**config.mk**
```make
export PLATFORM = sky130hd
export DESIGN_NAME = reg_display_scheduler_flat
export DESIGN_NICKNAME = d
export VERILOG_FILES = /design/src/rtl/reg_display_scheduler_if.sv /design/src/rtl/reg_display_scheduler.sv /design/src/flat_wrapper.sv
export SDC_FILE = /design/constraint.sdc
export NUM_CORES = 1
export LEC_CHECK = 0
export ABC_AREA = 1
export CAP_MARGIN = 20
export CORE_ASPECT_RATIO = 1.1
export CORE_MARGIN = 3
export CORE_UTILIZATION = 23
export CTS_CLUSTER_DIAMETER = 100
export CTS_CLUSTER_SIZE = 30
export DETAILED_ROUTE_END_ITERATION = 7
export PLACE_DENSITY_LB_ADDON = 0.3
export SLEW_MARGIN = 15
export SYNTH_ARGS = -nofsm -noshare
export SYNTH_HDL_FRONTEND = slang
export SYNTH_SLANG_ARGS = --single-unit
```
**constraint.sdc**
```tcl
create_clock -name clk -period 4.1 [get_ports clk]
set_clock_uncertainty 0.2 [all_clocks]
set_input_delay 0.82 -clock clk [delete_from_list [all_inputs] [get_ports clk]]
set_output_delay 0.82 -clock clk [all_outputs]
set_load 0.01 [all_outputs]
```
**src/rtl/reg_display_scheduler_if.sv**
```systemverilog
// reg_display_scheduler_if: keyboard input, MARIE register values and display outputs of the scheduler
interface reg_display_scheduler_if;
    logic [7:0]  key_code;
    logic        key_valid;
    logic [15:0] mar, mbr, ir, pc, inreg, outreg, ac;
    logic [15:0] disp_data;
    logic [2:0]  disp_sel;
    logic [1:0]  mode;

    modport master (
        output key_code, key_valid, mar, mbr, ir, pc, inreg, outreg, ac,
        input  disp_data, disp_sel, mode
    );

    modport slave (
        input  key_code, key_valid, mar, mbr, ir, pc, inreg, outreg, ac,
        output disp_data, disp_sel, mode
    );
endinterface

```
**src/rtl/reg_display_scheduler.sv**
```systemverilog
// reg_display_scheduler: PS/2-key driven selection, auto-scan and freeze of MARIE register display
module reg_display_scheduler #(
    parameter int unsigned DWELL = 50_000_000
) (
    input  logic clk,
    input  logic rst_n,
    reg_display_scheduler_if.slave bus
);
    typedef enum logic [1:0] {IDLE = 2'b00, MANUAL = 2'b01, SCAN = 2'b10, FROZEN = 2'b11} state_t;
    localparam logic [31:0] LAST = 32'(DWELL - 1);

    state_t      state, state_n;
    logic [2:0]  sel, sel_n, reg_id;
    logic [31:0] cnt, cnt_n;
    logic [15:0] data, data_n, snap, snap_n, src;
    logic        brk, brk_n, from_scan, from_scan_n, act, k_r, k_d, k_f;

    assign src = sel == 3'd1 ? bus.mar :
                 sel == 3'd2 ? bus.mbr :
                 sel == 3'd3 ? bus.ir :
                 sel == 3'd4 ? bus.pc :
                 sel == 3'd5 ? bus.inreg :
                 sel == 3'd6 ? bus.outreg :
                 sel == 3'd7 ? bus.ac : 16'h0000;

    // A byte following F0 is a key release: it only clears the break flag
    always_comb begin
        act = bus.key_valid && bus.key_code != 8'hE0 && bus.key_code != 8'hF0 && !brk;
        brk_n = (bus.key_valid && bus.key_code != 8'hE0) ? (!brk && bus.key_code == 8'hF0) : brk;
        reg_id = !act                 ? 3'd0 :
                 bus.key_code == 8'h3A ? 3'd1 :
                 bus.key_code == 8'h32 ? 3'd2 :
                 bus.key_code == 8'h43 ? 3'd3 :
                 bus.key_code == 8'h4D ? 3'd4 :
                 bus.key_code == 8'h31 ? 3'd5 :
                 bus.key_code == 8'h44 ? 3'd6 :
                 bus.key_code == 8'h1C ? 3'd7 : 3'd0;
        k_r = act && bus.key_code == 8'h2D;
        k_d = act && bus.key_code == 8'h23;
        k_f = act && bus.key_code == 8'h2B;
    end

    always_comb begin
        state_n = state;
        sel_n = sel;
        cnt_n = cnt;
        from_scan_n = from_scan;
        if (k_r) begin
            state_n = IDLE;
            sel_n = 3'd0;
            cnt_n = 32'd0;
        end else if (state == FROZEN) begin
            if (k_f) state_n = from_scan ? SCAN : MANUAL;
        end else if (reg_id != 3'd0) begin
            state_n = MANUAL;
            sel_n = reg_id;
            cnt_n = 32'd0;
        end else if (k_d) begin
            state_n = state == SCAN ? MANUAL : SCAN;
            sel_n = state == SCAN ? sel : 3'd1;
            cnt_n = 32'd0;
        end else if (k_f && state != IDLE) begin
            state_n = FROZEN;
            from_scan_n = state == SCAN;
        end else if (state == SCAN) begin
            cnt_n = cnt == LAST ? 32'd0 : cnt + 32'd1;
            sel_n = cnt != LAST ? sel : sel == 3'd7 ? 3'd1 : sel + 3'd1;
        end
        // The snapshot is the value already on the display when the freeze key lands
        snap_n = k_r ? 16'h0000 : (state != FROZEN && state_n == FROZEN) ? data : snap;
        data_n = k_r ? 16'h0000 : state_n == FROZEN ? snap_n : src;
    end

    always_ff @(posedge clk) begin
        if (!rst_n) begin
            state <= IDLE;
            sel <= 3'd0;
            cnt <= 32'd0;
            data <= 16'h0000;
            snap <= 16'h0000;
            brk <= 1'b0;
            from_scan <= 1'b0;
        end else begin
            state <= state_n;
            sel <= sel_n;
            cnt <= cnt_n;
            data <= data_n;
            snap <= snap_n;
            brk <= brk_n;
            from_scan <= from_scan_n;
        end
    end

    assign bus.mode = state;
    assign bus.disp_sel = sel;
    assign bus.disp_data = data;
endmodule

```
**src/flat_wrapper.sv**
```systemverilog
// flat-port wrapper written by rule: the top's interface ports become plain ports
module reg_display_scheduler_flat 
#(
    parameter int unsigned DWELL = 50_000_000
)
  (clk, rst_n, bus_key_code, bus_key_valid, bus_mar, bus_mbr, bus_ir, bus_pc, bus_inreg, bus_outreg, bus_ac, bus_disp_data, bus_disp_sel, bus_mode);
  reg_display_scheduler_if bus_i ();
  input  logic clk;
  input  logic rst_n;
  input wire logic [$bits(bus_i.key_code)-1:0] bus_key_code;
  input wire logic [$bits(bus_i.key_valid)-1:0] bus_key_valid;
  input wire logic [$bits(bus_i.mar)-1:0] bus_mar;
  input wire logic [$bits(bus_i.mbr)-1:0] bus_mbr;
  input wire logic [$bits(bus_i.ir)-1:0] bus_ir;
  input wire logic [$bits(bus_i.pc)-1:0] bus_pc;
  input wire logic [$bits(bus_i.inreg)-1:0] bus_inreg;
  input wire logic [$bits(bus_i.outreg)-1:0] bus_outreg;
  input wire logic [$bits(bus_i.ac)-1:0] bus_ac;
  output wire logic [$bits(bus_i.disp_data)-1:0] bus_disp_data;
  output wire logic [$bits(bus_i.disp_sel)-1:0] bus_disp_sel;
  output wire logic [$bits(bus_i.mode)-1:0] bus_mode;
  assign bus_i.key_code = bus_key_code;
  assign bus_i.key_valid = bus_key_valid;
  assign bus_i.mar = bus_mar;
  assign bus_i.mbr = bus_mbr;
  assign bus_i.ir = bus_ir;
  assign bus_i.pc = bus_pc;
  assign bus_i.inreg = bus_inreg;
  assign bus_i.outreg = bus_outreg;
  assign bus_i.ac = bus_ac;
  assign bus_disp_data = bus_i.disp_data;
  assign bus_disp_sel = bus_i.disp_sel;
  assign bus_mode = bus_i.mode;
  reg_display_scheduler #(.DWELL(DWELL)) u_core (.clk(clk), .rst_n(rst_n), .bus(bus_i));
endmodule
```
Word level (Yosys, flattened, before mapping)
Cells that the tools add are included.
Storage, ports and cells
  input port bits: 123
  bits in latches: 0
  bits in writable memories: 0
  bits in read-only memories: 0
  word-level logic and storage cells: 98
  output and inout port bits: 21
  memories kept: 0
  register bits after elaboration: 71
Cells by class
  magnitude comparators: 0
  multiply operators: 0
  bitwise logic cells: 5
  shift-type cells: 0
  $add $sub $neg: 2
  mux-type cells: 38
  reduce and logical (&&, ||, !) cells: 17
  equality and inequality tests: 29
  divide/modulo/power cells: 0
Operator list (count)
  16-bit 2-to-1 mux: 10
  32-bit 2-to-1 mux: 5
  8-bit by 6-bit == test with 1-bit output, second input constant: 6
  3-bit 2-to-1 mux: 15
  32-bit by 1-bit adder with 32-bit output, second input constant: 1
  32-bit by 26-bit == test with 1-bit output, second input constant: 1
  32-bit by 26-bit != test with 1-bit output, second input constant: 1
  8-bit by 7-bit == test with 1-bit output, second input constant: 3
  2-bit 2-to-1 mux: 8
  8-bit != test, second input constant: 2
  3-bit == test, second input constant: 4
  5-bit AND reduction: 2
  1-bit logical AND: 9
  8-bit by 5-bit == test with 1-bit output, second input constant: 1
  8-bit == test, second input constant: 1
  2-bit == test, second input constant: 3
  3-bit by 2-bit == test with 1-bit output, second input constant: 2
  3-bit by 1-bit != test with 1-bit output, second input constant: 2
  3-bit nonzero test: 2
  1-bit NOT: 5
  3-bit by 1-bit adder with 3-bit output, second input constant: 1
  3-bit by 1-bit == test with 1-bit output, second input constant: 1
  3-bit != test, second input constant: 1
  3-bit AND reduction: 1
  other kinds (4): 4

Depth between registers and ports, before layout
  word-level depth: 18
  gate-level depth with buffers: 19
  mapped depth without buffers: 16

Worst setup path before layout
Ideal clock, no wire load.
  kind: input to register
  start: input port bus_key_code[1]
  end: register u_core.data[11] (netlist: u_core.bus.disp_data[11])
  buffers on the path: 3
  library setup time: 0.113 ns
  data arrival time: 2.319 ns
  required time: 3.787 ns
  path slack: 1.468 ns
  stages: 17
  cell sequence: buf_6 -> inv_2 -> nand2_2 -> nor2_4 -> nand2_2 -> nor2_4 -> nor2_4 -> buf_6 -> nand2_1 -> nand4_2 -> nor2_2 -> nor2_4 -> nand2_4 -> buf_6 -> nand2_1 -> nand2_1 -> nor2_1
Between the ends
  longest elaborated chain between the ends: 18
  elaborated cells between the ends (all ways): 40
  classes of those cells: eq/ne (13); mux (17); reduce/logical (10)
Ends and longest elaborated chain
  start, declared: RTL line flat_wrapper.sv:10  | input wire logic [$bits(bus_i.key_code)-1:0] bus_key_code;
  8-bit by 5-bit == test with 1-bit output: RTL line reg_display_scheduler.sv:37  | bus.key_code == 8'h1C ? 3'd7 : 3'd0;
  3-bit 2-to-1 mux: RTL line reg_display_scheduler.sv:37
  3-bit 2-to-1 mux: RTL line reg_display_scheduler.sv:36  | bus.key_code == 8'h44 ? 3'd6 :
  3-bit 2-to-1 mux: RTL line reg_display_scheduler.sv:35  | bus.key_code == 8'h31 ? 3'd5 :
  3-bit 2-to-1 mux: RTL line reg_display_scheduler.sv:34  | bus.key_code == 8'h4D ? 3'd4 :
  3-bit 2-to-1 mux: RTL line reg_display_scheduler.sv:33  | bus.key_code == 8'h43 ? 3'd3 :
  3-bit 2-to-1 mux: RTL line reg_display_scheduler.sv:32  | bus.key_code == 8'h32 ? 3'd2 :
  3-bit 2-to-1 mux: RTL line reg_display_scheduler.sv:31  | bus.key_code == 8'h3A ? 3'd1 :
  3-bit 2-to-1 mux: RTL line reg_display_scheduler.sv:30  | reg_id = !act ? 3'd0 :
  3-bit nonzero test: RTL line reg_display_scheduler.sv:54  | end else if (reg_id != 3'd0) begin
  2-bit 2-to-1 mux: RTL line reg_display_scheduler.sv:54
  2-bit 2-to-1 mux: RTL line reg_display_scheduler.sv:52  | end else if (state == FROZEN) begin
  2-bit 2-to-1 mux: RTL line reg_display_scheduler.sv:48  | if (k_r) begin
  2-bit == test: RTL line reg_display_scheduler.sv:70, reg_display_scheduler.sv:71
  1-bit logical AND: RTL line reg_display_scheduler.sv:70  | snap_n = k_r ? 16'h0000 : (state != FROZEN && state_n == FROZEN) ? data : snap;
  16-bit 2-to-1 mux (2 in a row): RTL line reg_display_scheduler.sv:70
  16-bit 2-to-1 mux: RTL line reg_display_scheduler.sv:71  | data_n = k_r ? 16'h0000 : state_n == FROZEN ? snap_n : src;
  end signal, assigned: RTL line reg_display_scheduler.sv:87  | data <= data_n;
  end, declared: RTL line reg_display_scheduler.sv:15  | logic [15:0] data, data_n, snap, snap_n, src;
Several ways; a longest one is shown, not always the timed one.
A chain may end at the register's enable or synchronous reset.

Worst setup path after layout
  start: input port bus_key_code[1]
  end: register u_core.data[4] (netlist: u_core.bus.disp_data[4])
Same word-level chain as after synthesis.

==> results.rst <==
.. list-table::
   :header-rows: 1

   * - Metric
     - Value
   * - Maximum number of pins on one net before global-route repair
     - 33
   * - Clock latency reported for the late side of the worst-skew pair
     - 0.34 ns
   * - Combinational share of power
     - 0.105
   * - Number of distinct library cell variants in the gate-level netlist after synthesis
     - 37
   * - Detailed Route WL
     - 18900 um
   * - Data arrival time of the critical path
     - 3.29 ns
   * - Cells after Synth
     - 902
   * - Power share of the sequential group
     - 0.412
   * - Site row count
     - 58
   * - Part of the power in the clock network
     - 0.483
   * - Starting DRC count in detailed routing
     - 436
   * - Post-layout instance count excluding filler cells
     - 1322
   * - Leading cell types in the layout, fill and taps excluded
     - sky130_fd_sc_hd__nand2_1, sky130_fd_sc_hd__clkdlybuf4s50_1, sky130_fd_sc_hd__nor2_1
   * - Number of antenna diodes
     - 0
   * - Placeable core region
     - 23100 um^2
   * - Share of layout cells above drive strength 1
     - 0.0568
   * - Area growth from synthesis to layout
     - 35.1%
   * - Hold Fails Final Rpt
     - 0
   * - IR Drop Worst-Case VDD
     - 0.166 mV
   * - Predominant post-synthesis flop cell
     - sky130_fd_sc_hd__dfxtp_1
   * - GP Congestion
     - 0.890
   * - First-pass GRT wire length
     - 30300 um
   * - Unrepaired setup endpoints after global routing
     - false
   * - Post-route DRC
     - 0
   * - Critical path peak fanout
     - 32
   * - Die footprint
     - 25600 um^2
   * - Avg Synthesized Cell Area
     - 6.05 um^2
   * - Number of max-slew violations in the final report
     - 0
   * - Drt first pass iters
     - 6
   * - Least-Margin Pin Slew
     - 0.984 ns
   * - H-tree level count
     - 3
   * - Critical path launch point type
     - input port
   * - Run status
     - finished, final reports clean
   * - Time the worst path needs with I/O delays and setup
     - 3.25 ns
   * - Number of I/O port buffers
     - 143
   * - Count of placed standard cells including taps
     - 1306
   * - Post-synth net total
     - 1032
   * - Lkg Pwr
     - 3.03 nW
   * - Post-CTS setup buffer count
     - 0
   * - Via count of the first global-routing pass
     - 5885
   * - Capturing element type of the critical path
     - flop
   * - Detail Route Antenna Nets
     - 0
   * - Share of total power consumed by net switching
     - 0.236
   * - Relative slew slack
     - 0.342
   * - Top-level port count
     - 144
   * - Post-route worst setup slack
     - 0.848 ns
   * - Die X-Extent
     - 153 um
   * - NetSw
     - 0.396 mW
   * - Synthesized cell area
     - 5460 um^2
   * - Detail Placement HPWL
     - 14500 um
   * - Hold Buf Count CTS
     - 0
   * - Number of warnings reported in the yosys synthesis log
     - 0
   * - Ratio of total power to cell area
     - 228 nW/um^2
   * - Fraction of registers with async set or reset after synthesis
     - 0
   * - Required time at the worst-slack endpoint
     - 4.14 ns
   * - Worst setup path class
     - in2reg
   * - Detailed-route via count
     - 6067
   * - Global router's overall resource usage
     - 0.144
   * - Number of maximum-capacitance violations
     - 0
   * - Count of flip-flops with a built-in enable after synthesis
     - 0
   * - Clock-pin slew reported for the worst setup and hold paths after clock tree synthesis
     - 0.06 ns
   * - Post-synthesis sequential element count
     - 71
   * - Final Power
     - 1.68 mW
   * - Final setup violation count
     - 0
   * - Portion of the clock cycle consumed by the worst path in the final layout
     - 0.793
   * - Initial core utilization
     - 0.236
   * - CTS buffer count
     - 9
   * - Path class of the lowest-slack min-delay path
     - reg2reg
   * - Post-DR vias/cell
     - 4.59
   * - Overflow left after global routing
     - 0
   * - Quantity of gates resized following cts
     - 0
   * - Cells on Worst Hold Path
     - 2
   * - Clock Sinks
     - 71
   * - Maximum number of buffers from clock root to sink
     - 2
   * - Vert. Die Dim
     - 168 um
   * - Setup Total Neg Slack
     - 0 ns
   * - CTS Root Buffer Type
     - sky130_fd_sc_hd__clkbuf_16
   * - Routed WL per cell
     - 14.3 um
   * - Count of cells along the worst register-to-register path
     - 12
   * - Cell internal power dissipation
     - 1.28 mW
   * - Worst Setup Slack post-DPL
     - 0.485 ns
   * - Most frequent standard cell in the layout excluding fill and tap cells
     - sky130_fd_sc_hd__nand2_1
   * - Final net count
     - 1147
   * - Max Freq
     - 308 MHz
   * - Share of the core filled with cells in the final layout
     - 0.320
   * - TritonCTS clock tree
     - done
   * - Antenna violations before repair
     - 0
   * - Part of the Yosys area used for sequential elements
     - 0.260
-- stage by stage --
| stage | hold WS [ns] | instance area [um^2] |
|---|---|---|
| after global routing | 0.297 | 7370 |
| after floorplan | 0.241 | 5460 |
| after CTS | 0.269 | 7370 |
| final | 0.270 | 7370 |
| after global placement | 0.258 | 7070 |
| after detailed placement | 0.260 | 7070 |
-- critical path, cell delays in order --
cell	delay, ns
sky130_fd_sc_hd__clkdlybuf4s50_1	0.63
sky130_fd_sc_hd__inv_2	0.06
sky130_fd_sc_hd__nand2_2	0.08
sky130_fd_sc_hd__nor2_4	0.05
sky130_fd_sc_hd__nand2_2	0.06
sky130_fd_sc_hd__nand3_2	0.09
sky130_fd_sc_hd__nor2_4	0.27
sky130_fd_sc_hd__nand4_4	0.34
sky130_fd_sc_hd__o21ai_1	0.29
sky130_fd_sc_hd__nor2_4	0.07
sky130_fd_sc_hd__nand2_4	0.28
sky130_fd_sc_hd__nand2_1	0.11
sky130_fd_sc_hd__nand2_1	0.07
sky130_fd_sc_hd__nor2_1	0.04
-- state kept, by name, summed over array words and instances, names as in the netlist --
signal / count
u_core.cnt: 32
u_core.bus.disp_data: 16
u_core.snap: 16
u_core.bus.disp_sel: 3
u_core.bus.mode: 2
u_core.brk: 1
u_core.from_scan: 1
-- cell usage after synthesis, types with 7 or more instances --
cell type | n | area share
sky130_fd_sc_hd__a21oi_1 | 35 | 0.032
sky130_fd_sc_hd__buf_4 | 9 | 0.012
sky130_fd_sc_hd__clkbuf_1 | 22 | 0.015
sky130_fd_sc_hd__dfxtp_1 | 71 | 0.26
sky130_fd_sc_hd__ha_1 | 7 | 0.016
sky130_fd_sc_hd__inv_1 | 66 | 0.045
sky130_fd_sc_hd__nand2_1 | 229 | 0.16
sky130_fd_sc_hd__nand3_1 | 108 | 0.099
sky130_fd_sc_hd__nand4_1 | 34 | 0.039
sky130_fd_sc_hd__nor2_1 | 135 | 0.093
sky130_fd_sc_hd__nor3_1 | 44 | 0.040
sky130_fd_sc_hd__nor4_1 | 8 | 0.0092
sky130_fd_sc_hd__o211ai_1 | 32 | 0.044
sky130_fd_sc_hd__o21ai_0 | 20 | 0.018
sky130_fd_sc_hd__xnor2_1 | 8 | 0.013
sky130_fd_sc_hd__xor2_1 | 10 | 0.016
-- layer usage --
metal	routed length, um	GRT usage
met3	1380	0.0478
met1	8070	0.161
met4	375	0.0442
met5	0	0
met2	9060	0.259
-- power by group through the flow --
stage / registers [mW] / logic, mW / clock network [mW]
floorplan: 0.707 / 0.0469 / 0
global placement: 0.708 / 0.177 / 0
detailed placement: 0.708 / 0.177 / 0
CTS: 0.692 / 0.177 / 0.839
global route: 0.692 / 0.189 / 0.869
finish: 0.692 / 0.176 / 0.811
-- final cells by class --
| class | instances | area (um^2) |
|---|---|---|
| inverter | 71 | 267 |
| sequential | 71 | 1420 |
| fill | 2620 | 15700 |
| multi-input combinational | 711 | 3500 |
| timing repair buffer | 153 | 1510 |
| clock inverter | 7 | 80.1 |
| clock buffer | 9 | 225 |
| tap | 300 | 375 |
-- path summary, 6_finish.rpt --
check,to,slack (ns),start
hold reg to reg,u_core.brk,0.27,u_core.brk
setup / recovery,u_core.bus.disp_data[4],0.85,bus_key_code[1]
setup reg to reg,u_core.bus.disp_data[3],1.15,u_core.bus.disp_sel[1]
hold / removal,u_core.brk,0.27,u_core.brk
-- logic make-up (layout without fill, tap and decap cells) --
group,Yosys count,after routing,synth area share
AOI/OAI and AO/OA,94,94,0.105
xor gates and xnor gates,18,18,0.0289
adders and majority gates,7,7,0.0160
buffers and inverters,120,240,0.0983
DFF,71,71,0.260
and+or+nand+nor,592,592,0.491
(Power assumes the default switching activity.)
